### src/rtl/tmr_input_conditioner_pkg.sv
// Shared definitions for the TMR input conditioner: FSM encoding, channel
// indices and the odd-channel helper used by the fault tracker.
package tmr_input_conditioner_pkg;

    typedef enum logic {
        ST_INIT = 1'b0,
        ST_RUN  = 1'b1
    } state_e;

    localparam logic [1:0] CH_A = 2'd0;
    localparam logic [1:0] CH_B = 2'd1;
    localparam logic [1:0] CH_C = 2'd2;

    // Only meaningful when the three values are not all equal; the channel
    // that disagrees with the other two is returned.
    function automatic logic [1:0] odd_channel(input logic a, input logic b, input logic c);
        logic [1:0] ch;
        if (a == b) begin
            ch = CH_C;
        end else if (a == c) begin
            ch = CH_B;
        end else begin
            ch = CH_A;
        end
        return ch;
    endfunction

endpackage

### src/rtl/tmr_input_conditioner_debounce_ch.sv
// One conditioning channel: two-flop synchroniser followed by a debounce
// counter that only accepts a level held for DEBOUNCE_CYCLES sample ticks.
module debounce_ch #(
    parameter int DEBOUNCE_CYCLES = 16
) (
    input  logic clk,
    input  logic rst_n,
    input  logic raw_i,
    input  logic sample_en_i,
    output logic stable_o
);

    localparam int CW = $clog2(DEBOUNCE_CYCLES);
    localparam logic [CW-1:0] CNT_LAST = CW'(DEBOUNCE_CYCLES - 1);

    logic          meta_q;
    logic          sync_q;
    logic          stable_q, stable_d;
    logic [CW-1:0] cnt_q, cnt_d;

    always_comb begin
        cnt_d    = cnt_q;
        stable_d = stable_q;
        // Idle clocks (no sample tick) leave the count untouched.
        if (sample_en_i) begin
            if (sync_q != stable_q) begin
                if (cnt_q == CNT_LAST) begin
                    stable_d = sync_q;
                    cnt_d    = '0;
                end else begin
                    cnt_d = cnt_q + 1'b1;
                end
            end else begin
                cnt_d = '0;
            end
        end
    end

    always_ff @(posedge clk) begin
        if (!rst_n) begin
            meta_q   <= 1'b0;
            sync_q   <= 1'b0;
            stable_q <= 1'b0;
            cnt_q    <= '0;
        end else begin
            meta_q   <= raw_i;
            sync_q   <= meta_q;
            stable_q <= stable_d;
            cnt_q    <= cnt_d;
        end
    end

    assign stable_o = stable_q;

endmodule

### src/rtl/tmr_input_conditioner.sv
// Conditions three redundant raw inputs for a downstream majority voter and
// tracks disagreement between them, latching a sticky fault per channel.
module tmr_input_conditioner
    import tmr_input_conditioner_pkg::*;
#(
    parameter int DEBOUNCE_CYCLES = 16,
    parameter int FAULT_THRESH    = 4,
    parameter int CNT_W           = 8
) (
    input  logic             clk,
    input  logic             rst_n,
    input  logic             a_raw,
    input  logic             b_raw,
    input  logic             c_raw,
    input  logic             sample_en,
    input  logic             clr,
    output logic             a_out,
    output logic             b_out,
    output logic             c_out,
    output logic             valid,
    output logic             mismatch,
    output logic [CNT_W-1:0] mismatch_cnt,
    output logic [2:0]       fault_ch
);

    localparam int INIT_W = $clog2(DEBOUNCE_CYCLES + 2);
    localparam int RUN_W  = $clog2(FAULT_THRESH + 1);
    localparam logic [INIT_W-1:0] INIT_LAST = INIT_W'(DEBOUNCE_CYCLES + 1);
    localparam logic [RUN_W-1:0]  RUN_MAX   = RUN_W'(FAULT_THRESH);

    logic stable_a, stable_b, stable_c;

    debounce_ch #(.DEBOUNCE_CYCLES(DEBOUNCE_CYCLES)) u_deb_a (
        .clk(clk), .rst_n(rst_n), .raw_i(a_raw), .sample_en_i(sample_en), .stable_o(stable_a)
    );
    debounce_ch #(.DEBOUNCE_CYCLES(DEBOUNCE_CYCLES)) u_deb_b (
        .clk(clk), .rst_n(rst_n), .raw_i(b_raw), .sample_en_i(sample_en), .stable_o(stable_b)
    );
    debounce_ch #(.DEBOUNCE_CYCLES(DEBOUNCE_CYCLES)) u_deb_c (
        .clk(clk), .rst_n(rst_n), .raw_i(c_raw), .sample_en_i(sample_en), .stable_o(stable_c)
    );

    state_e            state_q, state_d;
    logic [INIT_W-1:0] init_cnt_q, init_cnt_d;

    // INIT waits long enough for every debouncer to have settled once.
    always_comb begin
        state_d    = state_q;
        init_cnt_d = init_cnt_q;
        case (state_q)
            ST_INIT: begin
                if (sample_en) begin
                    if (init_cnt_q == INIT_LAST) begin
                        state_d = ST_RUN;
                    end else begin
                        init_cnt_d = init_cnt_q + 1'b1;
                    end
                end
            end
            ST_RUN:  state_d = ST_RUN;
            default: state_d = ST_INIT;
        endcase
    end

    logic             all_eq;
    logic [1:0]       odd;
    logic             eval_tick;
    logic [RUN_W-1:0] run_cnt_q, run_cnt_d;
    logic [1:0]       prev_odd_q, prev_odd_d;
    logic [CNT_W-1:0] mcnt_q, mcnt_d;
    logic [2:0]       fault_q, fault_d;
    logic             mismatch_q, mismatch_d;

    assign all_eq    = (stable_a == stable_b) && (stable_b == stable_c);
    assign odd       = odd_channel(stable_a, stable_b, stable_c);
    assign eval_tick = (state_q == ST_RUN) && sample_en;

    always_comb begin
        run_cnt_d  = run_cnt_q;
        prev_odd_d = prev_odd_q;
        mcnt_d     = mcnt_q;
        fault_d    = fault_q;
        mismatch_d = (state_q == ST_RUN) && !all_eq;
        if (eval_tick) begin
            if (all_eq) begin
                run_cnt_d = '0;
            end else begin
                if ((odd == prev_odd_q) && (run_cnt_q != '0)) begin
                    if (run_cnt_q != RUN_MAX) begin
                        run_cnt_d = run_cnt_q + 1'b1;
                    end
                end else begin
                    run_cnt_d  = RUN_W'(1);
                    prev_odd_d = odd;
                end
                if (run_cnt_d == RUN_MAX) begin
                    fault_d[odd] = 1'b1;
                end
                if (mcnt_q != '1) begin
                    mcnt_d = mcnt_q + 1'b1;
                end
            end
        end
        // Clear overrides any increment or fault set in the same cycle.
        if (clr) begin
            mcnt_d    = '0;
            fault_d   = '0;
            run_cnt_d = '0;
        end
    end

    always_ff @(posedge clk) begin
        if (!rst_n) begin
            state_q    <= ST_INIT;
            init_cnt_q <= '0;
            run_cnt_q  <= '0;
            prev_odd_q <= CH_A;
            mcnt_q     <= '0;
            fault_q    <= '0;
            mismatch_q <= 1'b0;
        end else begin
            state_q    <= state_d;
            init_cnt_q <= init_cnt_d;
            run_cnt_q  <= run_cnt_d;
            prev_odd_q <= prev_odd_d;
            mcnt_q     <= mcnt_d;
            fault_q    <= fault_d;
            mismatch_q <= mismatch_d;
        end
    end

    assign a_out        = stable_a;
    assign b_out        = stable_b;
    assign c_out        = stable_c;
    assign valid        = (state_q == ST_RUN);
    assign mismatch     = mismatch_q;
    assign mismatch_cnt = mcnt_q;
    assign fault_ch     = fault_q;

endmodule

### config.mk
export PLATFORM = sky130hd
export DESIGN_NAME = tmr_input_conditioner
export DESIGN_NICKNAME = d
export VERILOG_FILES = /design/src/rtl/tmr_input_conditioner_pkg.sv /design/src/rtl/tmr_input_conditioner_debounce_ch.sv /design/src/rtl/tmr_input_conditioner.sv
export SDC_FILE = /design/constraint.sdc
export NUM_CORES = 1
export LEC_CHECK = 0
export ABC_CLOCK_PERIOD_IN_PS = 2400
export CAP_MARGIN = 10
export CORE_MARGIN = 3
export CORE_UTILIZATION = 45
export CTS_CLUSTER_SIZE = 16
export DETAILED_ROUTE_END_ITERATION = 12
export GPL_ROUTABILITY_DRIVEN = 1
export PLACE_DENSITY = 0.75
export RECOVER_POWER = 25
export SLEW_MARGIN = 20
export SYNTH_ARGS = -nofsm -noshare
export SYNTH_HDL_FRONTEND = slang
export SYNTH_HIERARCHICAL = 1
export SYNTH_SLANG_ARGS = --single-unit
### constraint.sdc
create_clock -name clk -period 2.4 [get_ports clk]
set_input_delay 0.48 -clock clk [delete_from_list [all_inputs] [get_ports clk]]
set_output_delay 0.48 -clock clk [all_outputs]
set_load 0.02 [all_outputs]
==> out/qor.txt <==
=====================================================================================================
Worst slack at placement                                                                       264 ps
Placement Rows                                                                                     24
Post-layout minimum cycle time                                                                2100 ps
Starting utilization of the core area                                                           48.1%
Top library cells by usage in the layout, fill and taps aside                            sky130_fd_sc_hd__dfxtp_1 (44), sky130_fd_sc_hd__clkdlybuf4s50_1 (21), sky130_fd_sc_hd__nor2_1 (18)
Required time of the critical path                                                            2640 ps
Post-Synthesis Net Count                                                                          240
Final routed DRC violation total                                                                    0
Critical Path Sink Type                                                                     flip-flop
Final Cycle Share                                                                               87.6%
Setup TNS after final layout                                                                     0 ps
Final setup violation count                                                                         0
CP arrival                                                                                    2350 ps
Num CTS Buffers                                                                                     5
Layout Utilization                                                                              56.2%
Share of synthesized area occupied by flip-flops and latches                                    41.0%
Clock Pin Slew Worst Setup and Hold Paths                                                       80 ps
Post-layout power                                                                             1290 uW
Final weighted congestion of routability-driven global placement                                0.829
Fraction of synthesized cell area in xor and xnor cells                                         7.56%
Initial antenna violation count                                                                     0
Post-Synth Simple-Gate Area                                                                     25.8%
Synthesized cell area                                                                       2150 um^2
Post-synthesis share of cell area spent on full adders, half adders and majority gates          4.65%
Resize count post-CTS                                                                               0
FF-to-FF Start                                                                           run_cnt_q[0]
Count of buffers from port buffering                                                               22
P&R area growth vs syn                                                                          16.9%
Clock Path Buffers                                                                                  2
Count of fill cells added during filler insertion                                                 415
Type of element launching the critical path                                                input port
Via count of the routed design                                                                  1,687
Syn Inst Count                                                                                    225
Cell depth of the worst min-delay path                                                              1
Transition time at the pin with the least slew margin                                          582 ps
Upper clock frequency limit                                                                   476 MHz
Overall die height                                                                            75.1 um
Routed Wire Length                                                                            3970 um
Placed instance area                                                                        2440 um^2
Worst-case reg-to-reg path depth                                                                    6
Total Nets Final                                                                                  269
Post-route ant nets                                                                                 0
Largest fanout of any net on the critical path                                                     16
Leakage power                                                                             0.000906 uW
Count of clock tree sinks                                                                          44
Power per cell area                                                                       512 nW/um^2
Relative max-transition margin                                                                  61.2%
Average vias per placed instance                                                                 5.50
End of the worst register-to-register path                                                fault_ch[2]
CTS Hold Bufs                                                                                       0
First-pass GRT wire length                                                                    6970 um
Crit path setup slack, layout                                                                  298 ps
Die ar.                                                                                     5650 um^2
Die span in x                                                                                 75.1 um
Number of H-tree levels                                                                             2
WS Path Type                                                                             input port to flip-flop
Maximum vdd ir drop                                                                          0.312 mV
Post-CTS setup repair buffer count                                                                  0
Number of max-slew violations in the final report                                                   0
Combinational family with the most area after synthesis                                  simple AND/OR/NAND/NOR gates
Warning count from the yosys run                                                                    6
Clock tree from TritonCTS                                                                         yes
Count of endpoints failing hold in the final timing report                                          0
Clock skew                                                                                    5.10 ps
Aggregate global routing overflow                                                                   0
Most frequently used flop master after synthesis                                         sky130_fd_sc_hd__dfxtp_1
Multiplexer area fraction after synthesis                                                       3.72%
Cell area after layout                                                                      2510 um^2
Proportion of synthesized flip-flops having asynchronous set or reset                              0%
Max-capacitance violation count                                                                     0
Vias in the first global route                                                                  1,602
Layout cell share with drive strength beyond 1                                                  11.0%
# diodes                                                                                            0
Core box area                                                                               4470 um^2
Tot GR Track Use                                                                                16.2%
Run status                                                                               complete, no violations
Hold Crit Start                                                                          u_deb_b/meta_q
Number of library cell types mapped by synthesis                                                   55
# IOs                                                                                              23
Min-delay worst type                                                                     flip-flop to flip-flop
Half-perimeter wire length after detailed placement                                           2930 um
Post-Synthesis Mean Instance Area                                                           9.56 um^2
Root buffer cell                                                                         sky130_fd_sc_hd__clkbuf_8
Compound-gate portion of the synthesized area                                                   13.7%
Worst setup slack for register-to-register paths                                               460 ps
End point of the worst hold path                                                         u_deb_b/sync_q
Worst-skew pair later-pin latency                                                              290 ps
Seq cells post-synth                                                                               44
Routed wirelength normalized by instance count                                                12.9 um
Pin count of the biggest net entering global routing                                               23
Leading cell type in the layout, fill and taps excluded                                  sky130_fd_sc_hd__dfxtp_1
Pre-Repair DR Iteration Count                                                                       4
Number of flops mapped to enable cells by yosys                                                     0
Setup repair after global routing missed its margin                                             false
Initial detailed-routing violation count                                                           63
=====================================================================================================
-- registers in the layout, indices dropped and copies added, names as in the netlist --
name,count
fault_ch,3
u_deb_c/sync_q,1
init_cnt_q,5
prev_odd_q,2
u_deb_c/cnt_q,4
u_deb_b/stable_o,1
u_deb_c/meta_q,1
u_deb_a/stable_o,1
mismatch,1
u_deb_b/cnt_q,4
u_deb_a/sync_q,1
u_deb_c/stable_o,1
run_cnt_q,3
mismatch_cnt,8
u_deb_a/meta_q,1
u_deb_b/sync_q,1
valid,1
u_deb_b/meta_q,1
u_deb_a/cnt_q,4
-- per-layer routing --
| metal | GRT usage (%) | up-vias | share of wire [%] |
|---|---|---|---|
| li1 | - | 866 | - |
| met1 | 19.5 | 795 | 46 |
| met2 | 27.1 | 19 | 49 |
| met3 | 4.01 | 7 | 2.7 |
| met4 | 7.57 | 0 | 2.1 |
| met5 | 0 | - | 0 |
-- cell usage after synthesis, drive strengths merged (4+ instances only) --
| master | instances | share of area, % |
|---|---|---|
| mux2i | 8 | 3.7 |
| o21ai | 9 | 2.1 |
| nor3 | 9 | 2.3 |
| ha | 8 | 4.7 |
| nand2 | 17 | 3.0 |
| and4 | 4 | 2.0 |
| a21oi | 11 | 3.3 |
| xor2 | 11 | 4.5 |
| nand3 | 4 | 0.93 |
| or3 | 4 | 1.5 |
| nand4 | 7 | 2.7 |
| dfxtp | 44 | 41 |
| nor2b | 6 | 1.7 |
| o31ai | 4 | 1.6 |
| buf | 4 | 1.6 |
| nor2 | 18 | 3.1 |
| o2111ai | 4 | 1.9 |
| and2 | 8 | 2.4 |
| xnor2 | 5 | 2.0 |
| inv | 11 | 1.9 |
-- layout make-up --
class                   instances  area (um^2)  area share, %
inverters                      11         41.3           1.64
multi-input cells             165         1190           47.3
well taps                      52         65.1           2.59
repair buffers                 27          248           9.86
clock buffers                   8         90.1           3.58
flip-flops and latches         44          881           35.0
-- logic make-up (layout without fill, tap and decap cells) --
logic type / after synthesis / after routing
fa+ha+maj: 8 / 8
flops: 44 / 44
xor+xnor: 17 / 17
compound gates: 40 / 40
simple gates: 92 / 92
buf+inv: 16 / 46
mux: 8 / 8
-- worst max path at each step --
stage / from / endpoint / slack (ps) / cells after the start
2_1_floorplan: run_cnt_q[0] / fault_ch[2] / 600 / 6
3_3_place_gp: sample_en / mismatch_cnt[7] / 320 / 5
3_5_place_dp: sample_en / mismatch_cnt[6] / 260 / 5
4_1_cts: u_deb_a/stable_o / a_out / 340 / 1
5_1_grt: rst_n / mismatch_cnt[4] / 160 / 5
6_report: rst_n / mismatch_cnt[4] / 300 / 5
-- report_power, final --
part / switching (uW) / internal (uW)
combinational: 34.2 / 32.2
clock: 232 / 235
sequential: 9.90 / 743
total: 276 / 1010
-- critical path: stages --
cell                            delay, ps
sky130_fd_sc_hd__dlygate4sd3_1        550
sky130_fd_sc_hd__clkbuf_1             460
sky130_fd_sc_hd__nand2b_1             250
sky130_fd_sc_hd__or4_1                540
sky130_fd_sc_hd__nand2_1               70
-- stage by stage --
step	hold WS [ps]	std cells
after floorplan	412	225
after detailed placement	424	299
after global routing	457	307
after global placement	418	299
after CTS	441	307
final	435	307
Note: power is estimated with default switching activity, not from simulation.
